--- src/rtl/pipe_stage_reg_if.sv ---
// Valid/ready channel carrying one register-writeback bundle plus sideband.
// The master drives the payload and valid; the slave drives ready.
interface pipe_stage_reg_if #(
  parameter int unsigned DATA_W = 32,
  parameter int unsigned ADDR_W = 5,
  parameter int unsigned SIDE_W = 8
);
  logic              valid;
  logic              ready;
  logic [ADDR_W-1:0] waddr;
  logic              we;
  logic [DATA_W-1:0] wdata;
  logic [SIDE_W-1:0] side;

  modport master (output valid, waddr, we, wdata, side, input  ready);
  modport slave  (input  valid, waddr, we, wdata, side, output ready);
endinterface

--- src/rtl/pipe_stage_reg.sv ---
// Pipeline-stage register with valid/ready handshake, synchronous flush and an
// optional 2-entry skid buffer. Empty slots hold an all-zero NOP bubble.
module pipe_stage_reg #(
  parameter int unsigned DATA_W = 32,
  parameter int unsigned ADDR_W = 5,
  parameter int unsigned SIDE_W = 8,
  parameter int unsigned SKID   = 1
) (
  input  logic                   clk,
  input  logic                   rst,
  input  logic                   flush,
  pipe_stage_reg_if.slave        in_if,
  pipe_stage_reg_if.master       out_if,
  output logic [1:0]             occupancy
);

  localparam int unsigned ENT_W = ADDR_W + 1 + DATA_W + SIDE_W;

  logic [ENT_W-1:0] in_ent;
  logic [ENT_W-1:0] main_q;
  logic             main_valid_q;
  logic [1:0]       occ_q;
  logic             in_xfer;
  logic             out_xfer;

  assign in_ent   = {in_if.waddr, in_if.we, in_if.wdata, in_if.side};
  assign in_xfer  = in_if.valid & in_if.ready;
  assign out_xfer = main_valid_q & out_if.ready;

  // main_q is zeroed whenever it empties, so out_* stays a pure register and bubbles read 0
  assign out_if.valid = main_valid_q;
  assign {out_if.waddr, out_if.we, out_if.wdata, out_if.side} = main_q;
  assign occupancy = occ_q;

  if (SKID == 0) begin : g_single
    logic [ENT_W-1:0] main_d;
    logic             main_valid_d;

    assign in_if.ready = ~main_valid_q | out_if.ready;

    always_comb begin
      main_d       = main_q;
      main_valid_d = main_valid_q;
      if (flush) begin
        main_d       = '0;
        main_valid_d = 1'b0;
      end else if (in_xfer) begin
        main_d       = in_ent;
        main_valid_d = 1'b1;
      end else if (out_xfer) begin
        main_d       = '0;
        main_valid_d = 1'b0;
      end
    end

    always_ff @(posedge clk) begin
      if (rst) begin
        main_q       <= '0;
        main_valid_q <= 1'b0;
        occ_q        <= 2'd0;
      end else begin
        main_q       <= main_d;
        main_valid_q <= main_valid_d;
        occ_q        <= {1'b0, main_valid_d};
      end
    end
  end else begin : g_skid
    logic [ENT_W-1:0] main_d;
    logic             main_valid_d;
    logic [ENT_W-1:0] skid_q;
    logic [ENT_W-1:0] skid_d;
    logic             skid_valid_q;
    logic             skid_valid_d;

    // Depends only on a flop: no combinational path from out_ready to in_ready
    assign in_if.ready = ~skid_valid_q;

    always_comb begin
      main_d       = main_q;
      main_valid_d = main_valid_q;
      skid_d       = skid_q;
      skid_valid_d = skid_valid_q;
      if (flush) begin
        main_d       = '0;
        main_valid_d = 1'b0;
        skid_d       = '0;
        skid_valid_d = 1'b0;
      end else if (skid_valid_q) begin
        // Full: inputs are not accepted, only a drain can move data
        if (out_xfer) begin
          main_d       = skid_q;
          skid_d       = '0;
          skid_valid_d = 1'b0;
        end
      end else if (in_xfer) begin
        if (!main_valid_q || out_xfer) begin
          main_d       = in_ent;
          main_valid_d = 1'b1;
        end else begin
          skid_d       = in_ent;
          skid_valid_d = 1'b1;
        end
      end else if (out_xfer) begin
        main_d       = '0;
        main_valid_d = 1'b0;
      end
    end

    always_ff @(posedge clk) begin
      if (rst) begin
        main_q       <= '0;
        main_valid_q <= 1'b0;
        skid_q       <= '0;
        skid_valid_q <= 1'b0;
        occ_q        <= 2'd0;
      end else begin
        main_q       <= main_d;
        main_valid_q <= main_valid_d;
        skid_q       <= skid_d;
        skid_valid_q <= skid_valid_d;
        occ_q        <= 2'(main_valid_d) + 2'(skid_valid_d);
      end
    end
  end

endmodule

--- src/flat_wrapper.sv ---
// flat-port wrapper written by rule: the top's interface ports become plain ports
module pipe_stage_reg_flat 
#(
  parameter int unsigned DATA_W = 32,
  parameter int unsigned ADDR_W = 5,
  parameter int unsigned SIDE_W = 8,
  parameter int unsigned SKID   = 1
)
  (clk, rst, flush, occupancy, in_if_valid, in_if_waddr, in_if_we, in_if_wdata, in_if_side, in_if_ready, out_if_valid, out_if_waddr, out_if_we, out_if_wdata, out_if_side, out_if_ready);
  pipe_stage_reg_if #(.DATA_W(DATA_W), .ADDR_W(ADDR_W), .SIDE_W(SIDE_W)) in_if_i ();
  pipe_stage_reg_if #(.DATA_W(DATA_W), .ADDR_W(ADDR_W), .SIDE_W(SIDE_W)) out_if_i ();
  input  logic clk;
  input  logic rst;
  input  logic flush;
  output logic [1:0] occupancy;
  input wire logic [$bits(in_if_i.valid)-1:0] in_if_valid;
  input wire logic [$bits(in_if_i.waddr)-1:0] in_if_waddr;
  input wire logic [$bits(in_if_i.we)-1:0] in_if_we;
  input wire logic [$bits(in_if_i.wdata)-1:0] in_if_wdata;
  input wire logic [$bits(in_if_i.side)-1:0] in_if_side;
  output wire logic [$bits(in_if_i.ready)-1:0] in_if_ready;
  output wire logic [$bits(out_if_i.valid)-1:0] out_if_valid;
  output wire logic [$bits(out_if_i.waddr)-1:0] out_if_waddr;
  output wire logic [$bits(out_if_i.we)-1:0] out_if_we;
  output wire logic [$bits(out_if_i.wdata)-1:0] out_if_wdata;
  output wire logic [$bits(out_if_i.side)-1:0] out_if_side;
  input wire logic [$bits(out_if_i.ready)-1:0] out_if_ready;
  assign in_if_i.valid = in_if_valid;
  assign in_if_i.waddr = in_if_waddr;
  assign in_if_i.we = in_if_we;
  assign in_if_i.wdata = in_if_wdata;
  assign in_if_i.side = in_if_side;
  assign in_if_ready = in_if_i.ready;
  assign out_if_valid = out_if_i.valid;
  assign out_if_waddr = out_if_i.waddr;
  assign out_if_we = out_if_i.we;
  assign out_if_wdata = out_if_i.wdata;
  assign out_if_side = out_if_i.side;
  assign out_if_i.ready = out_if_ready;
  pipe_stage_reg #(.DATA_W(DATA_W), .ADDR_W(ADDR_W), .SIDE_W(SIDE_W), .SKID(SKID)) u_core (.clk(clk), .rst(rst), .flush(flush), .in_if(in_if_i), .out_if(out_if_i), .occupancy(occupancy));
endmodule
--- config.mk ---
export PLATFORM = sky130hd
export DESIGN_NAME = pipe_stage_reg_flat
export DESIGN_NICKNAME = d
export VERILOG_FILES = /design/src/rtl/pipe_stage_reg_if.sv /design/src/rtl/pipe_stage_reg.sv /design/src/flat_wrapper.sv
export SDC_FILE = /design/constraint.sdc
export NUM_CORES = 1
export LEC_CHECK = 0
export CAP_MARGIN = 20
export CORE_ASPECT_RATIO = 1.2
export CORE_MARGIN = 1.5
export CORE_UTILIZATION = 38
export CTS_CLUSTER_SIZE = 16
export DETAILED_ROUTE_END_ITERATION = 8
export GPL_TIMING_DRIVEN = 0
export HOLD_SLACK_MARGIN = 0.02
export PLACE_DENSITY = 0.67
export SLEW_MARGIN = 10
export SYNTH_ARGS = -nofsm -noshare
export SYNTH_HDL_FRONTEND = slang
export SYNTH_SLANG_ARGS = --single-unit
--- constraint.sdc ---
create_clock -name clk -period 2.1 [get_ports clk]
set_clock_uncertainty 0.15 [all_clocks]
set_input_delay 0.525 -clock clk [delete_from_list [all_inputs] [get_ports clk]]
set_output_delay 0.525 -clock clk [all_outputs]
set_load 0.02 [all_outputs]
==> results by group <==
Status
  – Status: completed

Synthesis
  – Yosys warns: 0
  – Net Count, Synth: 445
  – Post-synth top area cell: dfxtp_1
  – Synthesized area: 4000 um^2
  – Avg Cell Area, Syn: 10.2 um^2
  – Sequential share of the synthesized area: 0.481
  – Register bit count reported by yosys: 96
  – Synth top area cells: dfxtp_1 48%, a222oi_1 12%, a22o_1 10%
  – Count of different cell masters after synthesis: 26
  – Yosys top cell area share: 0.481
  – Cells after Synth: 393

Die
  – Die span in x: 96.6 um
  – Site Rows: 40
  – Die Height: 115 um
  – Core area: 10100 um^2
  – Ports: 101
  – Die ar.: 11100 um^2
  – Initial core utilization: 0.395

Timing
  – FMAX: 0.490 GHz
  – Setup TNS: 0 ps
  – RSZ-0062 raised after global routing: no
  – Crit share post-route: 0.971
  – Final hold vios: 0
  – Relative slew slack: 0.613
  – Min Tclk post-route: 2040 ps
  – Slew @ Worst Pin: 580 ps
  – Endpoints failing setup: 0
  – Hold WS: 329 ps
  – Pins Over Slew Limit: 0

Global routing
  – Initial antenna violation count: 0
  – All-Layer GR Usage: 0.203
  – Number of global-route vias before repair: 3542
  – Grt total ovfl: 0
  – Largest net degree at the start of global routing: 14
  – First-pass GRT wire length: 18100 um

Critical path
  – RR Startpoint: u_core.out_if.valid$_SDFF_PP0_
  – CP startpoint: flush
  – Top cell family by delay on the critical path: buffers and inverters
  – Crit path cell chain: clkdlybuf4s50_1, or2_1, buf_2, a311oi_4, buf_12, buf_6, a22o_1
  – Critical path's slowest cell: clkdlybuf4s50_1
  – Crit path kind: input port to flop
  – Worst path required time: 2230 ps
  – Startpoint types: input port
  – Arr. time, crit path: 2170 ps
  – CP Max Fanout: 10
  – Max incr delay on CP: 460 ps
  – Buf/Inv on CP: 4
  – Crit. End Element: flop

Finish
  – Finished Layout Cells: 637
  – Most common cell after layout, fill and taps aside: clkdlybuf4s50_1
  – Final Instance Area: 5500 um^2
  – Area of the multi-input gates: 1800 um^2
  – Layout fillers: 924
  – Nets: 560
  – P&R area growth vs syn: 37.7%
  – Reg area: 1920 um^2
  – Commonest non-fill, non-tap cells in the layout: 96 x clkdlybuf4s50_1, 94 x dfxtp_1, 48 x nor2_1
  – Layout cells sized above 1: 0.108
  – # diodes: 0

Route
  – Post-Route WL: 11300 um
  – Antenna-violating nets left: 0
  – Via count: 3698
  – Drt initial violations: 402
  – Number of vias per cell: 5.81
  – Detailed Routing Iterations Pass 1: 7
  – Drc violations: 0
  – Drt wl/cell: 17.8 um

Hold path
  – HP Start: u_core.g_skid.skid_q[21]$_SDFFE_PP0P_
  – Hold crit path type: flop to flop

Placement
  – GP Congestion: 0.765
  – Post-place instance area: 5150 um^2
  – Port Buffer Count: 99
  – DPL Wire Length: 7790 um
  – Cells after DPL: 618

Clock network
  – CTS Buffer Depth: 2
  – H-tree depth: 3
  – Root Buffer: clkbuf_16
  – TritonCTS Buffers: 9
  – Clock transition at path regs: 60 ps
  – Clk sinks: 96
  – CTS tree: yes
  – Clk_lat worst skew: 340 ps

Pwr
  – Pwr Total: 3.96 mW
  – Power Dens Cells: 720 nW/um^2
  – Lkg Pwr: 2.03 nW
  – Maximum vdd drop: 0.386 mV

Flow run
  – Max Cap Viol: 0
==> cell type report <==
type,instances,area share
sequential,96,0.350
clock inverter,1,0.000909
timing repair buffer,104,0.190
tap,126,0.0286
multi-input combinational,245,0.327
clock buffer,13,0.0455
inverter,3,0.00205
buffer,49,0.0561
==> worst reg2reg max path, stage by stage, from the launching register on <==
cell and delay [ps]:
dfxtp_2 370, or3b_1 400, buf_6 170, buf_6 140, a222oi_1 390, a211oi_1 90
==> stage by stage <==
stage | setup slack, ps | util
2_1_floorplan | 165 | -
3_3_place_gp | -534 | 0.509
3_5_place_dp | -567 | 0.509
4_1_cts | 12.9 | 0.543
5_1_grt | 5.85 | 0.544
6_report | 60.5 | 0.544
==> synth_stat cells <==
cell type / number
a211oi_1: 47
a21o_1: 1
a21oi_1: 1
a222oi_1: 46
a22o_1: 46
a311oi_4: 1
and2_1: 1
and2b_4: 1
and3_1: 1
buf_1: 5
buf_2: 13
buf_4: 1
buf_6: 8
clkbuf_1: 22
dfxtp_1: 96
ha_1: 1
inv_1: 2
inv_2: 1
nand2_1: 2
nand2b_1: 1
nor2_1: 48
nor2b_1: 44
nor4_4: 1
o21ai_1: 1
or2_1: 1
or3b_1: 1
==> path summary, 6_finish.rpt <==
path / end / slack, ps / cells after the start
setup / recovery: u_core.g_skid.skid_q[43]$_SDFFE_PP0P_ / 60 / 7
hold / removal: u_core.g_skid.skid_q[21]$_SDFFE_PP0P_ / 330 / 1
setup reg to reg: u_core.main_q[8]$_SDFFE_PP0P_ / 260 / 5
hold reg to reg: u_core.g_skid.skid_q[21]$_SDFFE_PP0P_ / 330 / 1
==> registers in the layout (all words and copies together), names as in the netlist <==
register / cells
u_core.out_if.valid: 1
u_core.main_q: 46
u_core.occupancy: 2
u_core.g_skid.skid_valid_q: 1
u_core.g_skid.skid_q: 46
==> logic make-up after synthesis <==
logic type	count (synthesis)	synth area share
AO/OA/AOI/OAI	143	0.315
adder cells (fa/ha/maj)	1	0.00313
buffers and inverters	52	0.0689
flip-flops	96	0.481
AND/OR/NAND/NOR	101	0.132
==> repair_timing <==
action,in CTS,in global routing
endpoints found under the setup margin,84,42
gates resized for setup,23,4
buffers inserted,5,0
hold buffers,0,0
pin swaps,3,1
gates cloned,0,0
==> metal layers <==
layer | global-route usage | vias up | wire (um)
li1 | - | 1755 | -
met1 | 0.259 | 1768 | 5050
met2 | 0.340 | 159 | 5370
met3 | 0.0419 | 16 | 703
met4 | 0.0802 | 0 | 224
met5 | 0 | - | 0
==> report_power, final <==
part	internal [mW]	switching (mW)	leakage, nW
clock	0.822	0.652	0.126
combinational	0.295	0.297	1.13
sequential	1.87	0.0264	0.780
(Power assumes the default switching activity.)
